===== src/rtl/wb_req_master_if.sv =====
// Bundles the command, response and Wishbone request/response signals of wb_req_master.
// master is the block's own view; slave is the view of whatever drives it.
interface wb_req_master_if;
  logic        cmd_valid;
  logic        cmd_ready;
  logic [3:0]  cmd_we;
  logic [10:0] cmd_addr;
  logic [31:0] cmd_wdata;

  logic        rsp_valid;
  logic        rsp_ready;
  logic [31:0] rsp_rdata;
  logic        rsp_err;

  logic        wb_cyc_o;
  logic        wb_stb_o;
  logic [3:0]  wb_we_o;
  logic [10:0] wb_addr_o;
  logic [31:0] wb_data_o;
  logic        wb_stall_i;
  logic        wb_ack_i;
  logic [31:0] wb_data_i;

  modport master (
    input  cmd_valid, cmd_we, cmd_addr, cmd_wdata, rsp_ready,
    input  wb_stall_i, wb_ack_i, wb_data_i,
    output cmd_ready, rsp_valid, rsp_rdata, rsp_err,
    output wb_cyc_o, wb_stb_o, wb_we_o, wb_addr_o, wb_data_o
  );

  modport slave (
    output cmd_valid, cmd_we, cmd_addr, cmd_wdata, rsp_ready,
    output wb_stall_i, wb_ack_i, wb_data_i,
    input  cmd_ready, rsp_valid, rsp_rdata, rsp_err,
    input  wb_cyc_o, wb_stb_o, wb_we_o, wb_addr_o, wb_data_o
  );
endinterface


===== src/rtl/wb_req_master.sv =====
// Single-outstanding command-to-Wishbone (pipelined) request master with a bus-cycle timeout.
// A timed-out transaction still returns a response, flagged with rsp_err.
module wb_req_master #(
  parameter int unsigned TIMEOUT_CYCLES = 16
) (
  input logic              clk,
  input logic              rst,
  wb_req_master_if.master  bus
);

  typedef enum logic [1:0] {StIdle, StReq, StWait, StResp} state_e;

  localparam logic [7:0] CntLast = 8'(TIMEOUT_CYCLES - 1);

  state_e      st_q, st_d;
  logic [3:0]  we_q, we_d;
  logic [10:0] addr_q, addr_d;
  logic [31:0] wdata_q, wdata_d;
  logic [31:0] rdata_q, rdata_d;
  logic        err_q, err_d;
  logic [7:0]  cnt_q, cnt_d;

  logic cmd_fire;
  logic acked;
  logic timed_out;

  always_ff @(posedge clk) begin
    if (rst) begin
      st_q    <= StIdle;
      we_q    <= '0;
      addr_q  <= '0;
      wdata_q <= '0;
      rdata_q <= '0;
      err_q   <= 1'b0;
      cnt_q   <= '0;
    end else begin
      st_q    <= st_d;
      we_q    <= we_d;
      addr_q  <= addr_d;
      wdata_q <= wdata_d;
      rdata_q <= rdata_d;
      err_q   <= err_d;
      cnt_q   <= cnt_d;
    end
  end

  always_comb begin
    st_d    = st_q;
    we_d    = we_q;
    addr_d  = addr_q;
    wdata_d = wdata_q;
    rdata_d = rdata_q;
    err_d   = err_q;
    cnt_d   = cnt_q;

    cmd_fire  = bus.cmd_valid && (st_q == StIdle) && !rst;
    // An ack only counts once the strobe has been (or is being) accepted.
    acked     = bus.wb_ack_i && ((st_q == StWait) || ((st_q == StReq) && !bus.wb_stall_i));
    timed_out = (cnt_q == CntLast);

    unique case (st_q)
      StIdle: begin
        if (cmd_fire) begin
          st_d    = StReq;
          we_d    = bus.cmd_we;
          addr_d  = bus.cmd_addr;
          wdata_d = bus.cmd_wdata;
          cnt_d   = '0;
        end
      end
      StReq, StWait: begin
        cnt_d = cnt_q + 8'd1;
        if (acked) begin
          st_d    = StResp;
          rdata_d = (we_q == 4'b0000) ? bus.wb_data_i : '0;
          err_d   = 1'b0;
        end else if (timed_out) begin
          st_d    = StResp;
          rdata_d = '0;
          err_d   = 1'b1;
        end else if ((st_q == StReq) && !bus.wb_stall_i) begin
          st_d = StWait;
        end
      end
      StResp: begin
        if (bus.rsp_ready) begin
          st_d = StIdle;
        end
      end
    endcase
  end

  always_comb begin
    bus.cmd_ready = (st_q == StIdle) && !rst;
    bus.rsp_valid = (st_q == StResp);
    bus.rsp_rdata = rdata_q;
    bus.rsp_err   = err_q;
    bus.wb_cyc_o  = (st_q == StReq) || (st_q == StWait);
    bus.wb_stb_o  = (st_q == StReq);
    bus.wb_we_o   = we_q;
    bus.wb_addr_o = addr_q;
    bus.wb_data_o = wdata_q;
  end

endmodule


===== src/flat_wrapper.sv =====
// flat-port wrapper written by rule: the top's interface ports become plain ports
module wb_req_master_flat 
#(
  parameter int unsigned TIMEOUT_CYCLES = 16
)
  (clk, rst, bus_cmd_valid, bus_cmd_we, bus_cmd_addr, bus_cmd_wdata, bus_rsp_ready, bus_wb_stall_i, bus_wb_ack_i, bus_wb_data_i, bus_cmd_ready, bus_rsp_valid, bus_rsp_rdata, bus_rsp_err, bus_wb_cyc_o, bus_wb_stb_o, bus_wb_we_o, bus_wb_addr_o, bus_wb_data_o);
  wb_req_master_if bus_i ();
  input logic clk;
  input logic rst;
  input wire logic [$bits(bus_i.cmd_valid)-1:0] bus_cmd_valid;
  input wire logic [$bits(bus_i.cmd_we)-1:0] bus_cmd_we;
  input wire logic [$bits(bus_i.cmd_addr)-1:0] bus_cmd_addr;
  input wire logic [$bits(bus_i.cmd_wdata)-1:0] bus_cmd_wdata;
  input wire logic [$bits(bus_i.rsp_ready)-1:0] bus_rsp_ready;
  input wire logic [$bits(bus_i.wb_stall_i)-1:0] bus_wb_stall_i;
  input wire logic [$bits(bus_i.wb_ack_i)-1:0] bus_wb_ack_i;
  input wire logic [$bits(bus_i.wb_data_i)-1:0] bus_wb_data_i;
  output wire logic [$bits(bus_i.cmd_ready)-1:0] bus_cmd_ready;
  output wire logic [$bits(bus_i.rsp_valid)-1:0] bus_rsp_valid;
  output wire logic [$bits(bus_i.rsp_rdata)-1:0] bus_rsp_rdata;
  output wire logic [$bits(bus_i.rsp_err)-1:0] bus_rsp_err;
  output wire logic [$bits(bus_i.wb_cyc_o)-1:0] bus_wb_cyc_o;
  output wire logic [$bits(bus_i.wb_stb_o)-1:0] bus_wb_stb_o;
  output wire logic [$bits(bus_i.wb_we_o)-1:0] bus_wb_we_o;
  output wire logic [$bits(bus_i.wb_addr_o)-1:0] bus_wb_addr_o;
  output wire logic [$bits(bus_i.wb_data_o)-1:0] bus_wb_data_o;
  assign bus_i.cmd_valid = bus_cmd_valid;
  assign bus_i.cmd_we = bus_cmd_we;
  assign bus_i.cmd_addr = bus_cmd_addr;
  assign bus_i.cmd_wdata = bus_cmd_wdata;
  assign bus_i.rsp_ready = bus_rsp_ready;
  assign bus_i.wb_stall_i = bus_wb_stall_i;
  assign bus_i.wb_ack_i = bus_wb_ack_i;
  assign bus_i.wb_data_i = bus_wb_data_i;
  assign bus_cmd_ready = bus_i.cmd_ready;
  assign bus_rsp_valid = bus_i.rsp_valid;
  assign bus_rsp_rdata = bus_i.rsp_rdata;
  assign bus_rsp_err = bus_i.rsp_err;
  assign bus_wb_cyc_o = bus_i.wb_cyc_o;
  assign bus_wb_stb_o = bus_i.wb_stb_o;
  assign bus_wb_we_o = bus_i.wb_we_o;
  assign bus_wb_addr_o = bus_i.wb_addr_o;
  assign bus_wb_data_o = bus_i.wb_data_o;
  wb_req_master #(.TIMEOUT_CYCLES(TIMEOUT_CYCLES)) u_core (.clk(clk), .rst(rst), .bus(bus_i));
endmodule

===== config.mk =====
export PLATFORM = sky130hd
export DESIGN_NAME = wb_req_master_flat
export DESIGN_NICKNAME = d
export VERILOG_FILES = /design/src/rtl/wb_req_master_if.sv /design/src/rtl/wb_req_master.sv /design/src/flat_wrapper.sv
export SDC_FILE = /design/constraint.sdc
export NUM_CORES = 1
export LEC_CHECK = 0
export CAP_MARGIN = 10
export CORE_ASPECT_RATIO = 0.75
export CORE_UTILIZATION = 40
export CTS_CLUSTER_DIAMETER = 40
export CTS_CLUSTER_SIZE = 30
export DETAILED_ROUTE_END_ITERATION = 7
export PLACE_DENSITY = 0.8
export SYNTH_ARGS = -nofsm -noshare
export SYNTH_HDL_FRONTEND = slang
export SYNTH_SLANG_ARGS = --single-unit

===== constraint.sdc =====
create_clock -name clk -period 2.4 [get_ports clk]
set_clock_uncertainty 0.2 [all_clocks]
set_input_delay 0.36 -clock clk [delete_from_list [all_inputs] [get_ports clk]]
set_output_delay 0.36 -clock clk [all_outputs]
set_load 0.01 [all_outputs]

==> results.json <==
{
  "status": "finished clean",
  "initial_core_util_pct": 42.1,
  "dr_total_vias": 3226,
  "rrSetupSlack_ps": 160,
  "portBuffers": 168,
  "hold_depth": 2,
  "grt.total_usage_pct": 20.5,
  "antenna_found_initial": 0,
  "ant_nets": 0,
  "clock_power_share_pct": 27.9,
  "setup_violations": 0,
  "r2r_cells": 7,
  "slew_viol_final": 0,
  "final_cell_area_um2": 5400,
  "wl_per_cell_um": 14.8,
  "fin_crit_ps": 2290,
  "grt_max_degree": 52,
  "die_h_um": 81.6,
  "reg2reg_to": "u_core.bus.rsp_rdata[21]$_SDFFE_PP0P_",
  "hold_path_class": "flop to flop",
  "ys.flop_type": "dfxtp_1",
  "vias_per_cell": 5.14,
  "crit_path_end_kind": "primary output",
  "syn_area_um2": 3380,
  "min_from": "u_core.bus.wb_addr_o[4]$_SDFFE_PP0P_",
  "crit_type": "flop to primary output",
  "drc_errors": 0,
  "p_leak_uw": 0.00235,
  "hpwl_mm": 6.70,
  "critPathLaunchType": "flop",
  "yosysWarnings": 0,
  "maxSlewHeadroom_pct": 58.8,
  "max_stage_delay_ps": 550,
  "path_buf_inv": 2,
  "synth_seq_area_share_pct": 53.4,
  "synth_edf_count": 0,
  "crit_fanout": 12,
  "syn-num-nets": 447,
  "grt_pass1_wl_mm": 14.0,
  "cts.clk_slew.worst_paths_ps": 90,
  "syn_area_per_cell_um2": 9.46,
  "pwr_density_cell_nw_per_um2": 782,
  "maxCapViolations": 0,
  "crit_chain": "inv_1 -> ha_4 -> clkdlybuf4s50_1",
  "fin_crit_sh_pct": 95.5,
  "stdcell_count": 628,
  "cts_sinks": 90,
  "cp.required_ps": 1840,
  "power.total_uw": 4220,
  "peakVddDrop_mv": 0.472,
  "area_growth_pct": 59.8,
  "hold_buffers": 0,
  "ctsResizeCount": 0,
  "fmaxAchievable_mhz": 436,
  "reg2reg_from": "u_core.st_q[1]$_SDFFE_PP0P_",
  "cp_slowest_cell": "clkdlybuf4s50_1",
  "hold_end": "u_core.bus.wb_addr_o[4]$_SDFFE_PP0P_",
  "power_frac_comb_pct": 29.5,
  "cts_max_path_buffers": 2,
  "worstMarginPinSlew_ps": 619,
  "die_width_um": 108,
  "htree_levels": 3,
  "drive_above_1_share_pct": 12.6,
  "drt_iter0_drc": 168,
  "p_int_uw": 2980,
  "firstDrtPassIters": 4,
  "placed_cells": 611,
  "cts_tree": "built",
  "switching_share_pct": 29.2,
  "drt-total-wl_mm": 9.32,
  "antennaDiodeCount": 0,
  "cts-buffers-inserted": 9,
  "switching_power_uw": 1230,
  "p_seq_share_pct": 42.6,
  "cp.arrival_ps": 1730,
  "postSynthCellCount": 357,
  "hold_viol": 0,
  "root_buffer": "clkbuf_8",
  "place_area_um2": 5130,
  "num_io_pins": 169,
  "synth_cell_types": 36,
  "nets": 608,
  "ys_ff_latch": 90,
  "row_count": 28,
  "die-area_um2": 8820,
  "gp_congestion": 0.756,
  "grt_overflow_total": 0,
  "postCtsSetupBuffers": 0,
  "core_um2": 8020,
  "async_flop_share_pct": 0,
  "grt_setup_unrepaired": "false",
  "grt_pass1_vias": 3018,
  "clk-insertion-delay-late_ps": 340,
  "critPathTopFamily": "buffers and inverters"
}
-- cell usage in the layout (no fill, tap or decap), types with 3 or more instances in the layout --
master	netlist	layout
inv_1	4	3
a32o_2	30	30
o211ai_1	4	4
ha_1	5	4
buf_4	0	5
nand3_1	49	48
nand2_1	100	100
xor2_1	6	6
a21oi_1	3	3
nor2_1	9	9
clkdlybuf4s50_1	0	168
clkbuf_8	0	10
buf_12	0	3
nor2b_1	3	3
inv_6	0	3
dfxtp_1	90	89
-- power by group through the flow --
| stage | Sequential, uW | Combinational, uW | Clock (uW) |
|---|---|---|---|
| floorplan | 1900 | 472 | 0 |
| global placement | 1820 | 1170 | 0 |
| detailed placement | 1830 | 1200 | 0 |
| CTS | 1800 | 1210 | 1210 |
| global route | 1820 | 1340 | 1270 |
| finish | 1800 | 1240 | 1180 |
-- final cells by class --
type                            count  area, um^2
Clock inverter                      6        93.8
Clock buffer                       10         138
Timing Repair Buffer              177        1790
Multi-Input combinational cell    236        1420
Sequential cell                    90        1800
Inverter                            4        15.0
Tap cell                          105         131
Fill cell                         635        2630
-- worst register-to-register path: cells and delay by family (launching register included) --
family	cells	cell delay, ps
DFF	1	380
and+or+nand+nor	1	150
adders and majority gates	1	220
buffers and inverters	2	340
AOI/OAI and AO/OA	3	910
-- cells by family after synthesis --
logic type / Yosys count / synth area share (%)
xor+xnor: 6 / 1.56
flops: 90 / 53.4
buf+inv: 31 / 5.15
simple gates: 173 / 23.1
mux: 1 / 0.296
fa+ha+maj: 5 / 1.85
compound gates: 51 / 14.7
-- through the flow --
stage          worst slack [ps]  TNS, ps  utilization, %  hold slack (ps)
2_1_floorplan               495        0               -              229
3_3_place_gp               -144    -4460            64.0              240
3_5_place_dp               -227    -6110            64.0              246
4_1_cts                    -169    -4610            66.9              259
5_1_grt                    39.6        0            67.2              276
6_report                    109        0            67.2              259
-- worst max path at each step --
stage / from / to / slack [ps] / cells past startpoint
final: u_core.st_q[1]$_SDFFE_PP0P_ / bus_wb_cyc_o / 110 / 3
after global routing: u_core.st_q[1]$_SDFFE_PP0P_ / bus_wb_cyc_o / 40 / 3
after floorplan: u_core.st_q[0]$_SDFFE_PP0P_ / u_core.cnt_q[5]$_SDFFE_PP0P_ / 500 / 7
after detailed placement: bus_wb_stall_i / u_core.bus.rsp_rdata[21]$_SDFFE_PP0P_ / -230 / 5
after CTS: u_core.st_q[1]$_SDFFE_PP0P_ / u_core.bus.rsp_rdata[21]$_SDFFE_PP0P_ / -170 / 6
after global placement: bus_wb_stall_i / u_core.bus.rsp_rdata[14]$_SDFFE_PP0P_ / -140 / 5
-- sequential cells by signal (all words and copies together) (netlist names) --
signal                cells
u_core.bus.rsp_err        1
u_core.bus.rsp_rdata     32
u_core.bus.wb_addr_o     11
u_core.bus.wb_data_o     32
u_core.bus.wb_we_o        4
u_core.cnt_q              8
u_core.st_q               2
-- Yosys cell counts, types with 2 or more instances --
library cell | count | share of area [%]
and2_1 | 2 | 0.37
xor2_1 | 6 | 1.6
nor2b_1 | 3 | 0.56
buf_2 | 10 | 1.5
buf_1 | 2 | 0.22
o2111ai_1 | 2 | 0.52
a21oi_1 | 3 | 0.44
nand3_1 | 49 | 7.3
nand2_1 | 100 | 11
nand2b_1 | 2 | 0.37
nor2_1 | 9 | 1.0
clkbuf_1 | 9 | 1.0
ha_1 | 5 | 1.9
dfxtp_1 | 90 | 53
inv_1 | 4 | 0.44
o211ai_1 | 4 | 0.89
nand3b_1 | 2 | 0.44
a32o_2 | 30 | 10
a32o_1 | 2 | 0.59
buf_6 | 6 | 2.0
o21ai_0 | 2 | 0.30
-- routing by layer --
| layer | up-vias | GRT usage [%] | wire length [um] |
|---|---|---|---|
| met5 | - | 0 | 0 |
| met1 | 1506 | 23.3 | 3850 |
| met3 | 9 | 9.92 | 1150 |
| met4 | 0 | 5.75 | 88 |
| li1 | 1574 | - | - |
| met2 | 137 | 34.2 | 4230 |
Power figures use the tool's default switching activity.
